==> src/rtl/alu_arbiter_if.sv <==
// Request/response bundle between two requesters and alu_arbiter.
// master: requester side, slave: arbiter side.
interface alu_arbiter_if #(
  parameter int WIDTH = 32
);
  logic             req0_valid;
  logic             req0_ready;
  logic [WIDTH-1:0] req0_lhs;
  logic [WIDTH-1:0] req0_rhs;
  logic [3:0]       req0_funct;
  logic             req1_valid;
  logic             req1_ready;
  logic [WIDTH-1:0] req1_lhs;
  logic [WIDTH-1:0] req1_rhs;
  logic [3:0]       req1_funct;
  logic             rsp0_valid;
  logic             rsp0_ready;
  logic [WIDTH-1:0] rsp0_y;
  logic             rsp0_zero;
  logic             rsp1_valid;
  logic             rsp1_ready;
  logic [WIDTH-1:0] rsp1_y;
  logic             rsp1_zero;

  modport master (
    output req0_valid, req0_lhs, req0_rhs, req0_funct,
    output req1_valid, req1_lhs, req1_rhs, req1_funct,
    output rsp0_ready, rsp1_ready,
    input  req0_ready, req1_ready,
    input  rsp0_valid, rsp0_y, rsp0_zero,
    input  rsp1_valid, rsp1_y, rsp1_zero
  );

  modport slave (
    input  req0_valid, req0_lhs, req0_rhs, req0_funct,
    input  req1_valid, req1_lhs, req1_rhs, req1_funct,
    input  rsp0_ready, rsp1_ready,
    output req0_ready, req1_ready,
    output rsp0_valid, rsp0_y, rsp0_zero,
    output rsp1_valid, rsp1_y, rsp1_zero
  );
endinterface

==> src/rtl/alu_arbiter.sv <==
// Round-robin sharing of one combinational ALU between two requesters.
// Ports: clk, rst_n (sync, low), bus (slave), alu_* side, busy, grant.
module alu_arbiter #(
  parameter int WIDTH = 32
) (
  input  logic             clk,
  input  logic             rst_n,
  alu_arbiter_if.slave     bus,
  output logic [WIDTH-1:0] alu_lhs,
  output logic [WIDTH-1:0] alu_rhs,
  output logic [3:0]       alu_funct,
  input  logic [WIDTH-1:0] alu_y,
  input  logic             alu_zero,
  output logic             busy,
  output logic             grant
);

  typedef enum logic [1:0] {
    IDLE,
    EXEC,
    RESP
  } state_t;

  state_t           state;
  logic [WIDTH-1:0] lhs_q;
  logic [WIDTH-1:0] rhs_q;
  logic [3:0]       funct_q;
  logic [WIDTH-1:0] y_q;
  logic             zero_q;

  logic any_req;
  logic win;
  logic accept;
  logic rsp_take;

  // Contention goes to the port that did not win last time.
  assign any_req = bus.req0_valid | bus.req1_valid;
  assign win     = (bus.req0_valid & bus.req1_valid)
                 ? ~grant : bus.req1_valid;
  assign accept  = rst_n & (state == IDLE) & any_req;

  assign bus.req0_ready = accept & ~win;
  assign bus.req1_ready = accept & win;

  assign rsp_take = grant ? bus.rsp1_ready : bus.rsp0_ready;

  always_ff @(posedge clk) begin
    if (!rst_n) begin
      state   <= IDLE;
      grant   <= 1'b1;
      lhs_q   <= '0;
      rhs_q   <= '0;
      funct_q <= '0;
      y_q     <= '0;
      zero_q  <= 1'b0;
    end else begin
      unique case (state)
        IDLE: begin
          if (any_req) begin
            grant   <= win;
            lhs_q   <= win ? bus.req1_lhs : bus.req0_lhs;
            rhs_q   <= win ? bus.req1_rhs : bus.req0_rhs;
            funct_q <= win ? bus.req1_funct : bus.req0_funct;
            state   <= EXEC;
          end
        end
        EXEC: begin
          y_q    <= alu_y;
          zero_q <= alu_zero;
          state  <= RESP;
        end
        RESP: begin
          if (rsp_take) state <= IDLE;
        end
        default: state <= IDLE;
      endcase
    end
  end

  assign alu_lhs   = lhs_q;
  assign alu_rhs   = rhs_q;
  assign alu_funct = funct_q;

  assign busy = (state != IDLE);

  assign bus.rsp0_valid = (state == RESP) & ~grant;
  assign bus.rsp1_valid = (state == RESP) & grant;
  assign bus.rsp0_y     = y_q;
  assign bus.rsp1_y     = y_q;
  assign bus.rsp0_zero  = zero_q;
  assign bus.rsp1_zero  = zero_q;

endmodule

==> src/flat_wrapper.sv <==
// flat-port wrapper written by rule: the top's interface ports become plain ports
module alu_arbiter_flat 
#(
  parameter int WIDTH = 32
)
  (clk, rst_n, alu_lhs, alu_rhs, alu_funct, alu_y, alu_zero, busy, grant, bus_req0_valid, bus_req0_lhs, bus_req0_rhs, bus_req0_funct, bus_req1_valid, bus_req1_lhs, bus_req1_rhs, bus_req1_funct, bus_rsp0_ready, bus_rsp1_ready, bus_req0_ready, bus_req1_ready, bus_rsp0_valid, bus_rsp0_y, bus_rsp0_zero, bus_rsp1_valid, bus_rsp1_y, bus_rsp1_zero);
  alu_arbiter_if #(.WIDTH(WIDTH)) bus_i ();
  input  logic clk;
  input  logic rst_n;
  output logic [WIDTH-1:0] alu_lhs;
  output logic [WIDTH-1:0] alu_rhs;
  output logic [3:0] alu_funct;
  input  logic [WIDTH-1:0] alu_y;
  input  logic alu_zero;
  output logic busy;
  output logic grant;
  input wire logic [$bits(bus_i.req0_valid)-1:0] bus_req0_valid;
  input wire logic [$bits(bus_i.req0_lhs)-1:0] bus_req0_lhs;
  input wire logic [$bits(bus_i.req0_rhs)-1:0] bus_req0_rhs;
  input wire logic [$bits(bus_i.req0_funct)-1:0] bus_req0_funct;
  input wire logic [$bits(bus_i.req1_valid)-1:0] bus_req1_valid;
  input wire logic [$bits(bus_i.req1_lhs)-1:0] bus_req1_lhs;
  input wire logic [$bits(bus_i.req1_rhs)-1:0] bus_req1_rhs;
  input wire logic [$bits(bus_i.req1_funct)-1:0] bus_req1_funct;
  input wire logic [$bits(bus_i.rsp0_ready)-1:0] bus_rsp0_ready;
  input wire logic [$bits(bus_i.rsp1_ready)-1:0] bus_rsp1_ready;
  output wire logic [$bits(bus_i.req0_ready)-1:0] bus_req0_ready;
  output wire logic [$bits(bus_i.req1_ready)-1:0] bus_req1_ready;
  output wire logic [$bits(bus_i.rsp0_valid)-1:0] bus_rsp0_valid;
  output wire logic [$bits(bus_i.rsp0_y)-1:0] bus_rsp0_y;
  output wire logic [$bits(bus_i.rsp0_zero)-1:0] bus_rsp0_zero;
  output wire logic [$bits(bus_i.rsp1_valid)-1:0] bus_rsp1_valid;
  output wire logic [$bits(bus_i.rsp1_y)-1:0] bus_rsp1_y;
  output wire logic [$bits(bus_i.rsp1_zero)-1:0] bus_rsp1_zero;
  assign bus_i.req0_valid = bus_req0_valid;
  assign bus_i.req0_lhs = bus_req0_lhs;
  assign bus_i.req0_rhs = bus_req0_rhs;
  assign bus_i.req0_funct = bus_req0_funct;
  assign bus_i.req1_valid = bus_req1_valid;
  assign bus_i.req1_lhs = bus_req1_lhs;
  assign bus_i.req1_rhs = bus_req1_rhs;
  assign bus_i.req1_funct = bus_req1_funct;
  assign bus_i.rsp0_ready = bus_rsp0_ready;
  assign bus_i.rsp1_ready = bus_rsp1_ready;
  assign bus_req0_ready = bus_i.req0_ready;
  assign bus_req1_ready = bus_i.req1_ready;
  assign bus_rsp0_valid = bus_i.rsp0_valid;
  assign bus_rsp0_y = bus_i.rsp0_y;
  assign bus_rsp0_zero = bus_i.rsp0_zero;
  assign bus_rsp1_valid = bus_i.rsp1_valid;
  assign bus_rsp1_y = bus_i.rsp1_y;
  assign bus_rsp1_zero = bus_i.rsp1_zero;
  alu_arbiter #(.WIDTH(WIDTH)) u_core (.clk(clk), .rst_n(rst_n), .bus(bus_i), .alu_lhs(alu_lhs), .alu_rhs(alu_rhs), .alu_funct(alu_funct), .alu_y(alu_y), .alu_zero(alu_zero), .busy(busy), .grant(grant));
endmodule
==> config.mk <==
export PLATFORM = sky130hd
export DESIGN_NAME = alu_arbiter_flat
export DESIGN_NICKNAME = d
export VERILOG_FILES = /design/src/rtl/alu_arbiter_if.sv /design/src/rtl/alu_arbiter.sv /design/src/flat_wrapper.sv
export SDC_FILE = /design/constraint.sdc
export NUM_CORES = 1
export LEC_CHECK = 0
export CAP_MARGIN = 15
export CELL_PAD_IN_SITES_DETAIL_PLACEMENT = 1
export CELL_PAD_IN_SITES_GLOBAL_PLACEMENT = 1
export CORE_UTILIZATION = 23
export DETAILED_ROUTE_END_ITERATION = 8
export MAX_ROUTING_LAYER = met4
export PLACE_DENSITY = 0.79
export REMOVE_ABC_BUFFERS = 1
export SLEW_MARGIN = 25
export SYNTH_ARGS = -nofsm -noshare
export SYNTH_HDL_FRONTEND = slang
export SYNTH_SLANG_ARGS = --single-unit
==> constraint.sdc <==
create_clock -name clk -period 1.48 [get_ports clk]
set_input_delay 0.222 -clock clk [delete_from_list [all_inputs] [get_ports clk]]
set_output_delay 0.222 -clock clk [all_outputs]
set_load 0.01 [all_outputs]
After elaboration in Yosys (flattened, before gate mapping)
Index checks and enable logic that the tools add are counted.
Storage, ports and cells
  bits in registers: 104
  bits in latches: 0
  memory bits (writable): 0
  memory bits (read-only): 0
  output and inout port bits: 140
  memories: 0
Cells by class
  add/subtract/negate cells: 0
  $mul: 0
  divide/modulo/power cells: 0
  magnitude comparators: 0
  eq/ne operators: 4
  shift-type cells: 0
  muxes and demuxes: 8
  bitwise gates (word level): 10
  reduce and logical (&&, ||, !) cells: 4
Operators by type and width (number)
  32-bit two-way mux: 2
  1-bit AND: 7
  2-bit one-hot mux with 3 select lines: 1
  2-bit two-way mux: 2
  4-bit two-way mux: 1
  2-bit by 1-bit inequality test with 1-bit output (second input constant): 2
  2-bit AND reduction: 2
  2-bit by 1-bit == test with 1-bit output (second input constant): 1
  2-bit == test (second input constant): 1
  2-bit logical NOT: 1
  1-bit two-way mux: 2
  1-bit NOT: 2
  2-bit nonzero test: 1
  1-bit bitwise OR: 1

Longest topological paths before layout
  depth after elaboration: 4
  gate-level depth with buffers: 7
  mapped depth without buffers: 4

Least setup slack after synthesis
OpenSTA, ideal clock, no wires.
  kind: register -> register
  from: register u_core.grant
  to: register u_core.funct_q[0] (netlist: u_core.alu_funct[0])
  arrival time: 1.273 ns
  data required time: 1.334 ns
  path slack: 0.061 ns
  cell stages (with the launch flop): 6
  clock period less this slack: 1.419 ns
  cells stage by stage: dfxtp_1 a21bo_1 buf_2 buf_2 mux2i_1 a211oi_2
Between the ends
  longest elaborated chain between the ends: 3
Ends and longest elaborated chain
  from (decl): RTL line alu_arbiter.sv:15  | output logic grant
  from (signal assigned): RTL line alu_arbiter.sv:60  | grant <= win;
  1-bit NOT: RTL line alu_arbiter.sv:39  | ? ~grant : bus.req1_valid;
  1-bit two-way mux: RTL line alu_arbiter.sv:39
  4-bit two-way mux: RTL line alu_arbiter.sv:63  | funct_q <= win ? bus.req1_funct : bus.req0_funct;
  to (signal assigned): RTL line alu_arbiter.sv:63
  to (decl): RTL line alu_arbiter.sv:27  | logic [3:0] funct_q;
No other way between the ends.
A chain may end at the register's enable or synchronous reset.

Worst setup path in the final report
  from: register u_core.state[1]
  to: output bus_req0_ready
Between the ends
  longest elaborated chain between the ends: 4
Ends and longest elaborated chain
  from (decl): RTL line alu_arbiter.sv:24  | state_t state;
  from (signal assigned): RTL line alu_arbiter.sv:49  | state <= IDLE;
  from (signal assigned): RTL line alu_arbiter.sv:64  | state <= EXEC;
  from (signal assigned): RTL line alu_arbiter.sv:70  | state <= RESP;
  2-bit logical NOT: RTL line alu_arbiter.sv:40  | assign accept = rst_n & (state == IDLE) & any_req;
  1-bit AND (2 in series): RTL line alu_arbiter.sv:40
  1-bit AND: RTL line alu_arbiter.sv:42  | assign bus.req0_ready = accept & ~win;
  to (decl): RTL line flat_wrapper.sv:27  | output wire logic [$bits(bus_i.req0_ready)-1:0] bus_req0_ready;
No other way between the ends.

==> flow_summary.yaml <==
outcome:
  status: "finished, violations left"
  failed_checks: "negative setup slack"
synthesis:
  synth_flop_cell: "dfxtp_1"
  synth_area_leaders: "dfxtp_1 (44%), mux2i_1 (15%), a21oi_1 (11%)"
  ys_seq_area_share_pct: 43.91
  synth_top_cell_by_area: "dfxtp_1"
  netlist_top_cells_count: "dfxtp_1 (104), a21oi_1 (103), mux2i_1 (69)"
  netlist_area_mm2: 0.004742
  async_reset_ff_share_pct: 0
  synth_edf_count: 0
  synth-seq-cells: 104
  avgSynthCellArea_um2: 9.298
  ys.warnings.count: 0
  yosysTopAreaCellShare_pct: 43.91
  yosysUniqueCellTypes: 25
  synth_cells: 510
  synth.most_common_cell: "dfxtp_1"
die:
  fp.dieH_um: 145.6
  core_mm2: 0.02023
  num_io_pins: 315
  die_w_um: 145.6
  start_util_pct: 23.44
  rows: 52
  die-area_mm2: 0.02120
power:
  power_density_mw_per_mm2: 966.5
  fin_total_pwr_uw: 8572
  ir_worst_vdd_mv: 0.5541
  p_leak_uw: 0.004266
sta:
  max_freq_mhz: 665.9
  slew_violations: 0
  slew_headroom_pct: 78.04
  worstMarginPinSlew_ps: 320.2
  holdWs_ps: 390.6
  period_minus_slack_ps: 1502
  fin_crit_sh_pct: 101.5
  finalHoldViolCount: 0
  fin_worst_skew_ps: 9.446
  fin_ws_ps: -21.68
  finalSetupViolations: 1
  grt_setup_unrepaired: "true"
hold_path:
  min_path_type: "in -> reg"
  hold_start: "bus_req0_valid"
setup_path:
  r2r_slack_ps: 50
  worstSetupPathType: "reg -> out"
  worst-path-buf-inv: 2
  path_delay_family: "simple AND/OR/NAND/NOR gates"
  crit_chain: "nor2_4, nand3_2, inv_2, and2_4, buf_6"
  critPathRequiredTime_ps: 1260
  crit_path_max_fanout: 4
  slowest_delay_ps: 360
  worstPathArrival_ps: 1280
  reg2reg_from: "u_core.state[1]"
  startpoint: "u_core.state[1]"
  cp-end-kind: "output pin"
  crit_path_top_delay_cell: "dfxtp_4"
  start_kind: "flip-flop"
global_route:
  grt_first_pass_wirelength_um: 27740
  grt_antenna_before_repair: 0
  grtUsageMet3_pct: 4.044
  grt_use_met2_pct: 28.85
  grtUsageMet1_pct: 19.86
  globalRouteTotalUtil_pct: 17.21
  busiest_layer: "met2"
  overflow: 0
  grt_start_max_net_pins: 54
  grt_pass1_vias: 5065
clocking:
  ctsHoldBuffers: 0
  htreeDepth: 3
  clk_path_buf_depth: 2
  cts_buffers: 9
  cts_tree: "built"
  clock-root-buffer: "clkbuf_16"
  clk_latency_ps: 350
  cts.clk_slew.worst_paths_ps: 80
  clock-sinks: 104
layout:
  nets: 981
  drive_gt1_share_pct: 18.54
  syn_to_final_growth_pct: 87.04
  multi_input_area_mm2: 0.002381
  utilization_pct: 43.84
  nFillCells: 2260
  seqCellArea_mm2: 0.002093
  antenna_cells: 0
detailed_routing:
  drt_first_pass_iters: 4
  detail_route.wl_per_cell_um: 17.78
  ant_nets: 0
  vias: 4988
  avgViaCountPerCell: 4.623
  drc_errors: 0
  wirelength_um: 19180
  first_iter_violations: 113
placed_design:
  place_congestion: 0.7871
  hpwl_um: 13350
  io_buffers: 314
job:
  maxCapViolations: 0
layer usage:
metal	part of all wire, %	vias up
li1	-	2384
met1	42	2362
met2	50	223
met3	5.9	19
met4	1.7	0
met5	0	-
sequential cells by signal, indices dropped and copies added, names as in the netlist:
name and count:
u_core.alu_funct 4, u_core.state 2, u_core.alu_rhs 32, u_core.alu_lhs 32, u_core.grant 1, u_core.bus.rsp0_y 32
u_core.bus.rsp0_zero 1
cells by family after synthesis:
group / share of synthesized area [%]
muxes: 14.56
and+or+nand+nor: 6.781
DFF: 43.91
AOI/OAI and AO/OA: 24.06
buffers and inverters: 10.69
through the flow:
stage	area, um2	TNS (ps)	worst slack (ps)	std cells
2_1_floorplan	4247	-231070	-3117	427
4_1_cts	8315	-117.1	-63.56	1060
3_3_place_gp	8079	-22160	-443.5	1042
6_report	8870	-21.68	-21.68	1079
5_1_grt	8870	-237.2	-84.46	1079
3_5_place_dp	8079	-25630	-493.2	1042
final timing paths:
check	endpoint	cells past startpoint
worst max-delay path	bus_req0_ready	5
worst min-delay path	u_core.state[0]	5
worst max register to register	u_core.alu_lhs[12]	7
worst min register to register	u_core.bus.rsp0_y[10]	2
placed cells by master, fill, tap and decap left out, drive strengths merged, types with 2 or more instances in the layout:
cell	n
clkdlybuf4s50	174
dfxtp	104
a21oi	103
dlygate4sd2	103
mux2i	69
a211oi	68
nand2	66
buf	53
dlymetal6s2s	32
clkbuf	15
and2	3
inv	3
nor2	2
clkinv	2
timing repair:
item                       4_1_cts  5_1_grt
pin swaps                        3       22
setup endpoints to repair      139       88
gates resized for setup        145       86
cloned                           0       10
setup buffers                    4        9
hold endpoints to repair         0        0
worst min-delay path: cells and delay by family:
family / cells / cell delay, ps
buffers and inverters: 3 / 270
and+or+nand+nor: 2 / 220
layout make-up:
cell class	count	share of cell area, %
Clock buffer	10	2.694
Inverter	3	0.1411
Multi-Input combinational cell	321	26.84
Clock inverter	4	0.6207
Sequential cell	104	23.60
Tap cell	270	3.809
Timing Repair Buffer	367	42.29
where the power goes:
group          leakage (uW)  total (uW)  internal (uW)  switching (uW)
Clock              0.000141        2440           1350            1090
Sequential         0.000862        3280           3100             171
Combinational       0.00326        2860           1550            1310
Note: power is estimated with default switching activity, not from simulation.
==> edit 1: new RTL, same settings <==
`WIDTH` is set to 32 in 3 places; all go to 36.
--- a/src/rtl/alu_arbiter_if.sv
+++ b/src/rtl/alu_arbiter_if.sv
@@ -2,5 +2,5 @@
 // master: requester side, slave: arbiter side.
 interface alu_arbiter_if #(
-  parameter int WIDTH = 32
+  parameter int WIDTH = 36
 );
   logic             req0_valid;
--- a/src/rtl/alu_arbiter.sv
+++ b/src/rtl/alu_arbiter.sv
@@ -2,5 +2,5 @@
 // Ports: clk, rst_n (sync, low), bus (slave), alu_* side, busy, grant.
 module alu_arbiter #(
-  parameter int WIDTH = 32
+  parameter int WIDTH = 36
 ) (
   input  logic             clk,
--- a/src/flat_wrapper.sv
+++ b/src/flat_wrapper.sv
@@ -2,5 +2,5 @@
 module alu_arbiter_flat 
 #(
-  parameter int WIDTH = 32
+  parameter int WIDTH = 36
 )
   (clk, rst_n, alu_lhs, alu_rhs, alu_funct, alu_y, alu_zero, busy, grant, bus_req0_valid, bus_req0_lhs, bus_req0_rhs, bus_req0_funct, bus_req1_valid, bus_req1_lhs, bus_req1_rhs, bus_req1_funct, bus_rsp0_ready, bus_rsp1_ready, bus_req0_ready, bus_req1_ready, bus_rsp0_valid, bus_rsp0_y, bus_rsp0_zero, bus_rsp1_valid, bus_rsp1_y, bus_rsp1_zero);
Interface: changed (9 resized); port bits go from 315 to 351. No check against the original RTL was run, so the function may have changed too.
==> edit 1 against the unedited design <==
The run still ends with setup timing left. Wire length grew 12%. Sequential cell count grew 12. Setup slack lost 0.033 ns. Synthesized cell count grew 11%. Synthesized area grew 13%. Register-to-register slack gained 0.03 ns. Power grew 32%. Count of clock-buffer cells in the layout grew 10. Die area grew 13%. Cell area grew 13%. Critical path type unchanged. Critical endpoint is now bus_req1_ready.
==> edit 1: results <==
{
  "filler_cell_count": 2583,
  "buf_share_pct": 40.35,
  "grt_start_max_net_pins": 52,
  "r2r_slack_ns": 0.08,
  "worst_slack_ns": -0.05456,
  "crit_end": "bus_req1_ready",
  "use_met1_pct": 18.97,
  "track_usage_pct": 17.36,
  "ys_top_cells_by_area": "dfxtp_1 (43%), mux2i_1 (14%), a21oi_1 (11%)",
  "post-place-cells": 1178,
  "whs_ns": 0.3630,
  "grtUsageMet3_pct": 3.593,
  "clk_share_pct": 6.582,
  "slew_headroom_pct": 77.49,
  "use_met2_pct": 31.19,
  "routed_wl_um": 21430,
  "avgSynthCellArea_um2": 9.482,
  "cts_buffers": 17,
  "multi_input_cells": 357,
  "viasPerCell": 4.464,
  "n_all_buffers": 407,
  "rr_endpoint": "u_core.alu_lhs[16]",
  "postCtsSetupBuffers": 2,
  "status": "finished, violations left",
  "finish.net_count": 1097,
  "drive_above_1_share_pct": 17.27,
  "r2r_start": "u_core.grant",
  "peakVddDrop_v": 0.0006165,
  "h-tree-depth": 4,
  "reg2reg_depth": 5,
  "port_buffers": 350,
  "setup_viol": 2,
  "violations": "setup timing",
  "hold_depth": 3,
  "path_max_fanout": 2,
  "synth_common_cells": "dfxtp_1 (116), a21oi_1 (115), mux2i_1 (77)",
  "worstPathArrival_ns": 1.31,
  "path_clk_slew_ns": 0.06,
  "multiInputGateArea_um2": 2574,
  "antenna_cells": 0,
  "seq_cell_count": 116,
  "pre_cts_ws_ns": -0.8182,
  "finClkSkew_ns": 0.007930,
  "routabilityCongestion": 0.7384,
  "synth_async_sr_flop_share_pct": 0,
  "hp-start": "alu_y[12]",
  "seq_area_share_pct": 23.27,
  "yosysSeqAreaShare_pct": 43.19,
  "avgRoutedWirePerCell_um": 17.45,
  "p_leak_nw": 4.573,
  "min_to": "u_core.bus.rsp0_y[12]",
  "fin_setup_tns_ns": -0.09621,
  "clkLatencyLatePin_ns": 0.41,
  "clock_buffers": 20,
  "drt_iter0_markers": 117,
  "placed_cell_area_um2": 9171
}
[edit 1: per-layer routing]
metal	part of all wire, %	wire [um]
met1	40	8637
met2	53	11460
met3	4.5	962
met4	1.7	373
met5	0	0
[edit 1: kinds of logic (layout without fill, tap and decap cells)]
| logic type | after synthesis | after routing | synth area share, % |
|---|---|---|---|
| AO/OA/AOI/OAI | 193 | 193 | 25.32 |
| multiplexers | 77 | 77 | 14.34 |
| buffers and inverters | 95 | 442 | 10.57 |
| flip-flops | 116 | 116 | 43.19 |
| AND/OR/NAND/NOR | 86 | 87 | 6.586 |
[edit 1: power by group]
| group | internal (mW) | leakage (nW) | switching (mW) |
|---|---|---|---|
| registers | 3.47 | 0.960 | 0.188 |
| logic | 1.65 | 3.30 | 1.42 |
| clock network | 3.08 | 0.317 | 1.53 |
| total | 8.20 | 4.57 | 3.14 |
[edit 1: critical path, cell delays in order (launching register included)]
cell and delay (ns):
dfxtp_2 0.33, nor2_4 0.13, nand3_2 0.12, buf_6 0.14, nor2_4 0.07, buf_6 0.11
==> edit 2: new RTL, same flow settings <==
Made on the original files. Re-encode `state_t` (3 states) as one-hot, 3 bits wide.
--- a/src/rtl/alu_arbiter.sv
+++ b/src/rtl/alu_arbiter.sv
@@ -16,8 +16,8 @@
 );
 
-  typedef enum logic [1:0] {
-    IDLE,
-    EXEC,
-    RESP
+  typedef enum logic [2:0] {
+    IDLE = 3'b001,
+    EXEC = 3'b010,
+    RESP = 3'b100
   } state_t;
 
Check against the original RTL: same outputs for any inputs over 4 cycles, from zero or initial values and one cycle with rst_n low; so few cycles prove little.
==> edit 2 against the unedited design <==
The flow still finishes with violations (setup timing). Power is 14% higher. Sequential power grew 5%. Clock power rose by 4%. Setup slack worse by 0.22 ns. Cell area is 7.5% higher. Largest power group is now combinational cells. Synthesized area decreased by 1.3%. Largest cell class unchanged. Sequential cell count grew 1. Critical path type unchanged. Wire length rose by 27%. Critical endpoint unchanged.
==> edit 2: results <==
{
  "cts.sinks": 105,
  "finClkSkew_ns": 0.01321,
  "track_usage_pct": 23.22,
  "avgRoutedWirePerCell_um": 22.18,
  "setup_viol": 74,
  "dr_wl_met3_um": 1829,
  "routed_wl_um": 24340,
  "num_vias": 5413,
  "violations": "setup timing",
  "grtUsageMet3_pct": 5.364,
  "slew_headroom_pct": 71.21,
  "dp_hpwl_um": 14580,
  "p_leak_nw": 4.224,
  "routabilityCongestion": 0.7565,
  "placed_cell_area_um2": 7989,
  "worstPathArrival_ns": 1.50,
  "status": "finished, violations left",
  "p_seq_mw": 3.45,
  "whs_ns": 0.3356,
  "p_comb_share_pct": 38.6,
  "ys_types": 31,
  "use_met2_pct": 41.80,
  "yosysTopAreaCellShare_pct": 44.91,
  "worst_slack_ns": -0.2427,
  "peakVddDrop_v": 0.0005351,
  "path_max_fanout": 2,
  "clk_share_pct": 3.161,
  "n_all_buffers": 381,
  "seqCellArea_um2": 2111,
  "switchingPower_mw": 3.107,
  "filler_cell_count": 2161,
  "slowest_delay_ns": 0.34,
  "p_comb_mw": 3.76,
  "yosysSeqAreaShare_pct": 44.91,
  "min_to": "u_core.grant",
  "r2r_start": "u_core.state[2]",
  "cp_slowest_cell": "dfxtp_2",
  "avgSynthCellArea_um2": 8.899,
  "hold_depth": 3
}
-- edit 2: changes by cell type in the layout (fill, tap and decap cells not counted), moves of 14 or more --
cell            delta
o32ai_1           +55
a211oi_1          -28
a21boi_0          +23
nand2_1           +68
buf_16            +14
mux2i_1           -47
a21oi_1          -102
a211oi_2          -39
dlymetal6s2s_1    -14
buf_12            +14
mux2i_2           -20
a22oi_2           +68
-- edit 2: logic make-up (layout without fill, tap and decap cells) --
family	after synthesis	after routing	synth area share, %
flip-flops	105	105	44.91
multiplexers	1	1	0.2139
AO/OA/AOI/OAI	177	177	30.50
buffers and inverters	95	401	11.41
AND/OR/NAND/NOR	148	148	12.96
-- edit 2: worst max-delay path, delay by kind of cell, from the launching register on --
kind,cells,cell delay [ns]
buffers and inverters,1,0.18
and+or+nand+nor,3,0.62
DFF,1,0.34
-- edit 2: what timing repair did --
action                     in CTS  in global routing
gates resized for setup       281                 42
setup buffers                  19                  8
setup endpoints to repair     214                108
pin swaps                      51                 16
cloned                         20                  2
